**config.mk**
```make
export PLATFORM = sky130hd
export DESIGN_NAME = config_bitstream_tx
export DESIGN_NICKNAME = d
export VERILOG_FILES = /design/src/rtl/config_bitstream_tx.sv
export SDC_FILE = /design/constraint.sdc
export NUM_CORES = 1
export LEC_CHECK = 0
export ABC_CLOCK_PERIOD_IN_PS = 2500
export CAP_MARGIN = 25
export CORE_AREA = 4 4 158 160
export DETAILED_ROUTE_END_ITERATION = 16
export DIE_AREA = 0 0 162 164
export DONT_BUFFER_PORTS = 1
export GPL_ROUTABILITY_DRIVEN = 0
export SYNTH_ARGS = -nofsm -noshare
export SYNTH_HDL_FRONTEND = slang
export SYNTH_SLANG_ARGS = --single-unit
export TNS_END_PERCENT = 20
```
**constraint.sdc**
```tcl
create_clock -name clk -period 2.5 [get_ports clk]
set_input_delay 0.125 -clock clk [delete_from_list [all_inputs] [get_ports clk]]
set_output_delay 0.125 -clock clk [all_outputs]
set_load 0.03 [all_outputs]
```
**src/rtl/config_bitstream_tx.sv**
```systemverilog
// Serialises buffered 32-bit config words as DATA+SYNC frames, then END_WORD and a done pulse.
// A small FIFO decouples the upstream; frames are sent back-to-back while words are available.
module config_bitstream_tx #(
  parameter logic [15:0] SYNC_WORD  = 16'hFAB2,
  parameter logic [15:0] END_WORD   = 16'hFAB3,
  parameter int          FIFO_DEPTH = 4
) (
  input  logic        clk,
  input  logic        resetn,
  input  logic        s_valid,
  output logic        s_ready,
  input  logic [31:0] s_data,
  input  logic        s_last,
  output logic        tx_bit,
  output logic        busy,
  output logic        done,
  output logic        underrun,
  output logic [15:0] word_count
);

  localparam int AW = $clog2(FIFO_DEPTH);
  localparam logic [AW:0] FULL_CNT = (AW+1)'(FIFO_DEPTH);

  localparam logic [2:0] IDLE  = 3'd0;
  localparam logic [2:0] DATA  = 3'd1;
  localparam logic [2:0] SYNC  = 3'd2;
  localparam logic [2:0] TRAIL = 3'd3;
  localparam logic [2:0] DONE  = 3'd4;

  logic [32:0]   mem [FIFO_DEPTH];
  logic [AW-1:0] wr_ptr;
  logic [AW-1:0] rd_ptr;
  logic [AW:0]   count;
  logic [32:0]   head;
  logic          empty;
  logic          push;
  logic          pop;

  logic [2:0]  state;
  logic [4:0]  cnt;
  logic [31:0] shreg;
  logic        cur_last;
  logic        frame_end;

  assign empty     = (count == '0);
  assign s_ready   = (count != FULL_CNT);
  assign head      = mem[rd_ptr];
  assign push      = s_valid && s_ready;
  assign frame_end = (state == SYNC) && (cnt == 5'd0);
  // Pop at the same edge that shows bit 31, both from IDLE and back-to-back after SYNC.
  assign pop       = !empty && ((state == IDLE) || (frame_end && !cur_last));

  assign busy = (state != IDLE);
  assign done = (state == DONE);

  always_ff @(posedge clk) begin
    if (push) mem[wr_ptr] <= {s_last, s_data};
  end

  always_ff @(posedge clk or negedge resetn) begin
    if (!resetn) begin
      wr_ptr <= '0;
      rd_ptr <= '0;
      count  <= '0;
    end else begin
      if (push) wr_ptr <= wr_ptr + 1'b1;
      if (pop)  rd_ptr <= rd_ptr + 1'b1;
      case ({push, pop})
        2'b10:   count <= count + 1'b1;
        2'b01:   count <= count - 1'b1;
        default: count <= count;
      endcase
    end
  end

  always_ff @(posedge clk or negedge resetn) begin
    if (!resetn) begin
      state      <= IDLE;
      cnt        <= '0;
      shreg      <= '0;
      cur_last   <= 1'b0;
      tx_bit     <= 1'b0;
      word_count <= '0;
      underrun   <= 1'b0;
    end else begin
      case (state)
        IDLE: begin
          tx_bit <= 1'b0;
          if (!empty) begin
            state      <= DATA;
            tx_bit     <= head[31];
            shreg      <= {head[30:0], 1'b0};
            cnt        <= 5'd31;
            cur_last   <= head[32];
            word_count <= '0;
            underrun   <= 1'b0;
          end
        end
        DATA: begin
          if (cnt == 5'd0) begin
            state  <= SYNC;
            tx_bit <= SYNC_WORD[15];
            shreg  <= {SYNC_WORD[14:0], 17'd0};
            cnt    <= 5'd15;
          end else begin
            tx_bit <= shreg[31];
            shreg  <= {shreg[30:0], 1'b0};
            cnt    <= cnt - 1'b1;
          end
        end
        SYNC: begin
          if (cnt == 5'd0) begin
            if (word_count != 16'hFFFF) word_count <= word_count + 1'b1;
            if (!cur_last && !empty) begin
              state    <= DATA;
              tx_bit   <= head[31];
              shreg    <= {head[30:0], 1'b0};
              cnt      <= 5'd31;
              cur_last <= head[32];
            end else begin
              if (!cur_last) underrun <= 1'b1;
              state  <= TRAIL;
              tx_bit <= END_WORD[15];
              shreg  <= {END_WORD[14:0], 17'd0};
              cnt    <= 5'd15;
            end
          end else begin
            tx_bit <= shreg[31];
            shreg  <= {shreg[30:0], 1'b0};
            cnt    <= cnt - 1'b1;
          end
        end
        TRAIL: begin
          if (cnt == 5'd0) begin
            state  <= DONE;
            tx_bit <= 1'b0;
          end else begin
            tx_bit <= shreg[31];
            shreg  <= {shreg[30:0], 1'b0};
            cnt    <= cnt - 1'b1;
          end
        end
        DONE: begin
          state  <= IDLE;
          tx_bit <= 1'b0;
        end
        default: begin
          state  <= IDLE;
          tx_bit <= 1'b0;
        end
      endcase
    end
  end

endmodule

```
==> run metrics, run 1 <==
Via density 4.97; unrepaired setup endpoints after global routing true; WS Path Type reg -> reg; total grt overflow 0; WHS Endpoint wr_ptr[0]$_DFFE_PN0P_; Synth cell types 52; syn nets 597; Slew HR 56.6%; initial core utilization 34.8%; largest net degree at the start of global routing 66; Yosys reg bits 197; fraction of registers with async set/reset 33.0%; number of port buffers 0; FF-to-FF setup slack 0.11 ns; min-delay src s_valid; layout cell share with drive strength beyond 1 18.2%; number of max-cap violations 0; CTS H-tree depth 4; Remaining DRCs 0; reg-to-reg startpoint cnt[0]$_DFFE_PN0P_; dpl cells 873; DR iter-0 viols 334; arrival time at the worst endpoint 2.74 ns; leakage 3.51 nW; Routed Antenna Nets 0; Main synth FF type edfxtp_1; CTS sink count 197; Worst-path clk slew 0.07 ns; Pins Over Slew Limit 0; Worst Hold Depth 2; final cell count without fillers 945; most frequent cells in the layout 132 x edfxtp_1, 64 x dfrtp_1, 58 x nor2_1, 52 x a21oi_1, 36 x nand2_1; vias in the first global route 4,827; hold_ws 0.0188 ns; Die ar. 26,600 sq um; final hold violation count 0; Syn Std Cell Area 8140 sq um; FF-to-FF path depth 13; first drt pass iteration count 5; antenna violations before repair 1; io pins 57; Die H 164 um; TritonCTS Buffers 17; syn_area_per_cell 14.7 sq um; std cell rows 56; wire per inst 17.2 um; YS warnings 0; CP Launch Type flop; design area 9740 sq um; GRT Total Usage 12.6%; Cell Area, Placed 8720 sq um; Max VDD drop 0.000464 V; crit end category flop; CTS tree yes; fin crit share 95.5%; Hold WC Path Type in -> reg; overall routed net length 16,300 um; Via Count 4,698; Crit path required time 2.85 ns; Reg-to-Reg End count[2]$_DFFE_PN0P_; Post-synth EDFFs 132; Area Growth Syn to Fin 19.6%; Mapped Cells 553; crit path max fanout 3; first-pass GRT wire length 26,200 um; Worst Clk Skew 0.0106 ns; die width 162 um; outcome finished, final reports clean; post-synthesis sequential area ratio 68.7%; Max Freq 419 MHz; clk buf depth 2; final setup violation count 0; fin crit period 2.39 ns; Skew-Pair Late Insertion Delay 0.44 ns; Core Area 23,400 sq um; DP HPWL 10,000 um; PD cells 861 nW/um^2; most common cell after layout, fill and taps aside edfxtp_1; buffer type at the clock tree root clkbuf_16; slew of the pin with the lowest slew margin 0.644 ns; Nets 656
## worst max path at each step
stage                       startpoint              endpoint  slack (ns)  cells after the start
CTS                 cnt[0]$_DFFE_PN0P_  count[2]$_DFFE_PN0P_       0.004                     13
detailed placement  cnt[0]$_DFFE_PN0P_  count[2]$_DFFE_PN0P_        0.04                     13
global placement    cnt[0]$_DFFE_PN0P_  count[2]$_DFFE_PN0P_        0.16                     13
finish              cnt[0]$_DFFE_PN0P_  count[2]$_DFFE_PN0P_        0.11                     13
floorplan           cnt[0]$_DFFE_PN0P_  count[2]$_DFFE_PN0P_        0.02                     13
global route        cnt[0]$_DFFE_PN0P_  count[2]$_DFFE_PN0P_       -0.05                     13
## area by class of cell
type | instances | area [sq um]
Antenna cell | 1 | 2.50
Clock buffer | 18 | 429
Clock inverter | 14 | 163
Fill cell | 2165 | 13700
Inverter | 16 | 60.1
Multi-Input combinational cell | 314 | 2400
Sequential cell | 197 | 5590
Tap cell | 319 | 399
Timing Repair Buffer | 66 | 688
## stage by stage
stage | setup TNS, ns | worst slack, ns | power (W) | util (%)
6_report | 0 | 0.113 | 0.00838 | 41.6
5_1_grt | -0.0539 | -0.0539 | 0.00877 | 41.6
4_1_cts | 0 | 0.00357 | 0.00847 | 41.3
3_5_place_dp | 0 | 0.0427 | 0.00568 | 37.2
3_3_place_gp | 0 | 0.159 | 0.00560 | 37.2
2_1_floorplan | 0 | 0.0223 | 0.00520 | -
## logic make-up after synthesis
logic type	share of synthesized area [%]
AND/OR/NAND/NOR	10.0
multiplexers	9.39
adder cells (fa/ha/maj)	1.32
AO/OA/AOI/OAI	6.72
flip-flops	68.7
XOR/XNOR	1.61
buffers and inverters	2.27
## synth_stat cells (2+ instances only)
library cell    n  area, sq um
nor4_1          6         37.5
and2_1          4         25.0
nor4_2          2         25.0
inv_1          16         60.1
o21ai_0         8         40.0
xnor2_1        13          114
nand4_1         2         12.5
and3_1          9         56.3
mux4_2         33          743
buf_4           2         15.0
nor3_1          9         45.0
a41oi_1         2         17.5
ha_1            7         87.6
xor2_1          2         17.5
nor2_1         58          218
nand2_1        37          139
buf_1           2         7.51
edfxtp_1      132         3960
a21o_1          2         15.0
a21oi_1        52          260
buf_2          10         50.1
a31oi_1        13         81.3
or3_1           3         18.8
dfrtp_1        65         1630
clkbuf_1       11         41.3
nor2b_1        20          125
nand3_1         8         40.0
## flip-flops by register name, summed over array words and instances (netlist names)
signal,count
cnt,5
count,3
cur_last,1
mem,132
rd_ptr,2
shreg,31
state,3
tx_bit,1
underrun,1
word_count,16
wr_ptr,2
## routing by layer
| layer | global-route usage (%) | share of wire [%] | vias up |
|---|---|---|---|
| met2 | 21.0 | 49 | 96 |
| met3 | 3.59 | 5.4 | 8 |
| li1 | - | - | 2195 |
| met1 | 16.5 | 44 | 2399 |
| met4 | 3.42 | 0.74 | 0 |
| met5 | 0 | 0 | - |
## report_power, final
group | internal [W] | switching (W) | total [W] | leakage (nW)
registers | 0.00410 | 0.000202 | 0.00430 | 2.00
clock network | 0.00143 | 0.00128 | 0.00270 | 0.293
logic | 0.000621 | 0.000755 | 0.00138 | 1.21
total | 0.00615 | 0.00223 | 0.00838 | 3.51
## critical path: stages (launching register included)
cell	delay [ns]
dfrtp_1	0.41
inv_1	0.07
ha_2	0.17
nor4b_4	0.23
nand2_1	0.12
o21ai_2	0.19
nand2_2	0.08
inv_2	0.10
ha_4	0.14
inv_2	0.03
fa_2	0.33
xor2_1	0.15
nor2_1	0.13
xor2_1	0.16
## what timing repair did
item	in CTS	in global routing
setup endpoints to repair	1	2
resized for setup	0	8
pin swaps	1	3
endpoints found under the hold margin	197	0
setup buffers	0	4
hold buffers	35	0
Power figures use the tool's default switching activity.
==> run 2, diff against run 1 <==
PLACE_DENSITY = 0.53   (was unset)
==> run 2 against run 1 <==
Routed wire length shrank 0.45%. Via count shrank 0.11%. Non-clock buffer count grew 8. Combinational power is essentially flat. Sequential cell count is the same. First-iteration DRC count grew 17%. Cell count grew 0.95%. Total power shrank 0.16%. Setup slack gained 0.015 ns. Largest cell class unchanged.
==> run metrics, run 2 (synthesized netlist as in run 1, its figures left out) <==
outcome finished, final reports clean; std cell rows 56; number of port buffers 0; initial core utilization 34.8%; busiest grt layer met2; crit path max fanout 10; CTS sink count 197; Worst Hold Depth 2; reg-to-reg startpoint cnt[1]$_DFFE_PN0P_; Worst path most repeated cell buf_4; wire per inst 17.0 um; CP Launch Type flop; layout cell share with drive strength beyond 1 19.3%; largest net degree at the start of global routing 66; Largest register FFs 132; die width 162 um; slew of the pin with the lowest slew margin 0.671 ns; Reg-to-Reg End shreg[31]$_DFFE_PN0P_; met1 usage 16.6%; final setup violation count 0; Worst Setup EP shreg[31]$_DFFE_PN0P_; Pins Over Slew Limit 0; final hold violation count 0; vias in the first global route 4,923; first drt pass iteration count 4; most frequent cells in the layout 132 x edfxtp_1, 64 x dfrtp_1, 58 x nor2_1, 52 x a21oi_1, 36 x nand2_1; TritonCTS Buffers 17; Die ar. 26,600 sq um; Nets 664; Critical Path, Cell by Cell inv_1 -> ha_2 -> buf_4 -> or4b_1 -> buf_4 -> o21ai_2 -> nand2_1 -> a31oi_1; Hold WC Path Type in -> reg; Skew-Pair Late Insertion Delay 0.43 ns; most common cell after layout, fill and taps aside edfxtp_1; Area Growth Syn to Fin 20.1%; design area 9780 sq um; Largest regs mem: 132 flops, shreg: 31 flops, word_count: 16 flops; Core Area 23,400 sq um; Slew HR 54.8%; antenna violations before repair 3; fin crit share 94.9%; CTS tree yes; Remaining DRCs 0; buffer type at the clock tree root clkbuf_16; CP max stage delay 0.58 ns; Slowest-stage cell, CP or4b_1; DR iter-0 viols 390; routing usage on met3 3.66%; number of max-cap violations 0; overall routed net length 16,200 um; clk buf depth 2; Die H 164 um; Via density 4.92; total grt overflow 0; fin crit period 2.37 ns; arrival time at the worst endpoint 2.72 ns; WS Path Type reg -> reg; CTS H-tree depth 4; Max Freq 421 MHz; Critical Path Start cnt[1]$_DFFE_PN0P_; FF-to-FF path depth 8; crit end category flop; leakage 3.53 nW; Worst-path clk slew 0.07 ns; M2 GR Usage 21.5%; PD cells 856 nW/um^2; Biggest register mem; GRT Total Usage 12.8%; DP HPWL 10,100 um; Via Count 4,693; io pins 57; Worst Clk Skew 0.00911 ns; Routed Antenna Nets 0; Max VDD drop 0.000465 V; Cell Area, Placed 8740 sq um; Crit path required time 2.85 ns; FF-to-FF setup slack 0.13 ns; first-pass GRT wire length 26,600 um; Post-Route Utilization 41.8%
==> run 2: cell count changes in the layout (fill, tap and decap cells not counted), sizes merged <==
cell / before / now
bufinv: 1 / 0
clkinvlp: 0 / 2
buf: 32 / 39
dlygate4sd3: 34 / 35
diode: 1 / 2
clkbuf: 18 / 17
==> run 2: worst min-delay path by stage <==
stage                     startpoint                        end
final                        s_valid        mem[0][0]$_DFFE_PP_
after global routing         s_valid        mem[3][6]$_DFFE_PP_
after CTS                    s_valid        mem[3][4]$_DFFE_PP_
after detailed placement      resetn  word_count[8]$_DFFE_PN0P_
after global placement        resetn  word_count[8]$_DFFE_PN0P_
after floorplan               resetn         cnt[0]$_DFFE_PN0P_
==> run 2: timing repair <==
| item | 4_1_cts | 5_1_grt |
|---|---|---|
| buffers inserted | 2 | 3 |
| endpoints found under the setup margin | 1 | 8 |
| hold buffers | 36 | 0 |
| pin swaps | 2 | 3 |
| resized for setup | 0 | 5 |
| endpoints found under the hold margin | 199 | 0 |
==> run 2: cell type report <==
cell class	instances	area (sq um)
diodes	2	5.00
clock buffers	17	425
clock inverters	15	178
fillers	2191	13600
inverters	16	60.1
multi-input cells	314	2390
flip-flops and latches	197	5590
well taps	319	399
repair buffers	74	726
==> run 2: stage by stage <==
stage	worst slack [ns]	setup TNS [ns]	cells	power (W)	hold WS, ns
floorplan	0.0223	0	553	0.00520	-0.171
global placement	0.113	0	879	0.00563	-0.167
detailed placement	0.00448	0	879	0.00568	-0.167
CTS	0.00978	0	949	0.00849	0.227
global route	-0.00765	-0.0116	954	0.00880	0.222
finish	0.127	0	954	0.00837	0.228
==> run 2: routing by layer <==
metal  wire, um  up-vias
met4        120        2
met3        696        9
met2       8110       75
li1           -     2212
met1       7290     2395
met5          7        -
==> run 2: worst max-delay path, delay by kind of cell (launching register included) <==
kind	cells	cell delay (ns)
simple gates	2	0.73
fa+ha+maj	1	0.17
buf+inv	3	0.40
flops	1	0.40
compound gates	2	0.57
==> run 2: where the power goes <==
group / switching, W / internal [W]
sequential: 0.000192 / 0.00410
clock: 0.00135 / 0.00136
combinational: 0.000745 / 0.000626
==> run 3, diff against run 2 <==
SETUP_SLACK_MARGIN = 0.15   (was unset)
==> run 3 against run 2 <==
Die area unchanged. Core utilization up 0.096 points. Clock power barely moved. Sequential power about the same. Register-to-register slack improved by 0.02 ns. Sequential share of layout area decreased by 0.13 points. Non-clock buffer count stayed put. Cell count is 0.10% lower. First-iteration DRC count fell by 6.9%. Routed wire length about the same. Largest cell class unchanged. Largest power group unchanged.
==> run metrics, run 3 (synthesized netlist as in run 1, its figures left out) <==
Max VDD drop 0.000446 V; CTS tree yes; Critical Path, Cell by Cell inv_2 -> ha_4 -> nor4b_4 -> nand2_1 -> o21ai_2 -> nand2_2 -> inv_2 -> ha_4 -> inv_1 -> fa_2 -> xor2_1 -> nor2_1 -> xor2_1; CTS sink count 197; clk buf depth 2; first drt pass iteration count 4; wire per inst 17.0 um; die width 162 um; initial core utilization 34.8%; number of port buffers 0; Slowest-stage cell, CP dfrtp_1; PD cells 855 nW/um^2; number of max-cap violations 0; first-pass GRT wire length 26,400 um; std cell rows 56; fin crit period 2.35 ns; Bufs and invs on worst path 3; DR iter-0 viols 363; antenna violations before repair 1; most common cell after layout, fill and taps aside edfxtp_1; Slew HR 52.8%; Pins Over Slew Limit 0; Die ar. 26,600 sq um; design area 9800 sq um; Core Area 23,400 sq um; vias in the first global route 4,886; Cell Area, Placed 8740 sq um; CP max stage delay 0.40 ns; Routed Antenna Nets 0; Largest regs mem: 132 flops, shreg: 31 flops, word_count: 16 flops; Via Count 4,728; layout cell share with drive strength beyond 1 19.3%; Crit path required time 2.84 ns; CTS H-tree depth 4; arrival time at the worst endpoint 2.69 ns; buffer type at the clock tree root clkbuf_16; outcome finished, final reports clean; most frequent cells in the layout 132 x edfxtp_1, 64 x dfrtp_1, 58 x nor2_1, 52 x a21oi_1, 36 x nand2_1; final cell count without fillers 953; Max Freq 426 MHz; final setup violation count 0; Hold WC Path Type in -> reg; Die H 164 um; slew of the pin with the lowest slew margin 0.700 ns; Remaining DRCs 0; unrepaired setup endpoints after global routing true; largest net degree at the start of global routing 66; Largest register FFs 132; GRT Total Usage 12.6%; TritonCTS Buffers 17; Nets 664; Biggest register mem; Skew-Pair Late Insertion Delay 0.43 ns; critical path's top delay family adder cells; total grt overflow 0; leakage 3.53 nW; CP Launch Type flop; dpl cells 875; crit path max fanout 5; fin crit share 94.0%; Area Growth Syn to Fin 20.4%; final hold violation count 0; DP HPWL 10,100 um; Worst Clk Skew 0.0116 ns; Worst-path clk slew 0.07 ns; overall routed net length 16,200 um; Via density 4.96; io pins 57; Setup TNS Final 0 ns; WS Path Type reg -> reg; crit end category flop
run 3: changes by cell type in the layout (fill, tap and decap cells not counted), sizes merged:
cell / change
clkinvlp: -2
clkinv: +1
diode: -1
inv: +1
run 3: metal layers:
layer | vias up | track usage (%) | wire [um]
li1 | 2211 | - | -
met1 | 2427 | 16.3 | 7330
met2 | 78 | 21.1 | 8030
met3 | 12 | 3.91 | 711
met4 | 0 | 2.92 | 150
met5 | - | 0 | 0
run 3: worst paths after layout:
kind / start / slack [ns] / cells past startpoint / to
worst min-delay path: s_valid / 0.24 / 2 / mem[1][0]$_DFFE_PP_
worst max register to register: cnt[1]$_DFFE_PN0P_ / 0.15 / 13 / count[2]$_DFFE_PN0P_
worst min register to register: count[2]$_DFFE_PN0P_ / 0.53 / 1 / count[2]$_DFFE_PN0P_
min in group asynchronous: resetn / 0.27 / 2 / shreg[27]$_DFFE_PN0P_
max in group asynchronous: resetn / 1.97 / 2 / rd_ptr[0]$_DFFE_PN0P_
worst max-delay path: cnt[1]$_DFFE_PN0P_ / 0.15 / 13 / count[2]$_DFFE_PN0P_
run 3: repair_timing:
action	in CTS	in global routing
buffers inserted	6	3
endpoints found under the setup margin	2	1
endpoints found under the hold margin	198	0
resized for setup	2	1
pin swaps	3	3
hold buffers	36	0
run 3: worst reg2reg max path, cell delays in order, from the launching register on:
cell and delay, ns:
dfrtp_1 0.40, inv_2 0.07, ha_4 0.15, nor4b_4 0.23, nand2_1 0.12, o21ai_2 0.18
nand2_2 0.08, inv_2 0.10, ha_4 0.13, inv_1 0.05, fa_2 0.33, xor2_1 0.14
nor2_1 0.13, xor2_1 0.16
run 3: cell type report:
class | count | area [sq um]
clock inverter | 15 | 178
timing repair buffer | 74 | 738
multi-input combinational | 314 | 2410
clock buffer | 17 | 425
sequential | 197 | 5590
tap | 319 | 399
inverter | 16 | 60.1
antenna | 1 | 2.50
fill | 2158 | 13600
run 3: per-stage QoR:
step           hold WS (ns)  worst slack (ns)  power (W)  utilization [%]
3_5_place_dp         -0.168          -0.00650    0.00569             37.3
6_report              0.236             0.150    0.00838             41.9
5_1_grt               0.224            0.0296    0.00879             41.9
4_1_cts               0.230             0.175    0.00852             41.8
3_3_place_gp         -0.168             0.152    0.00564             37.3
2_1_floorplan        -0.171             0.115    0.00521                -
run 3: power by group:
group / total (W) / internal [W] / switching, W
clock network: 0.00272 / 0.00136 / 0.00135
registers: 0.00431 / 0.00410 / 0.000213
logic: 0.00135 / 0.000628 / 0.000723
total: 0.00838 / 0.00609 / 0.00229
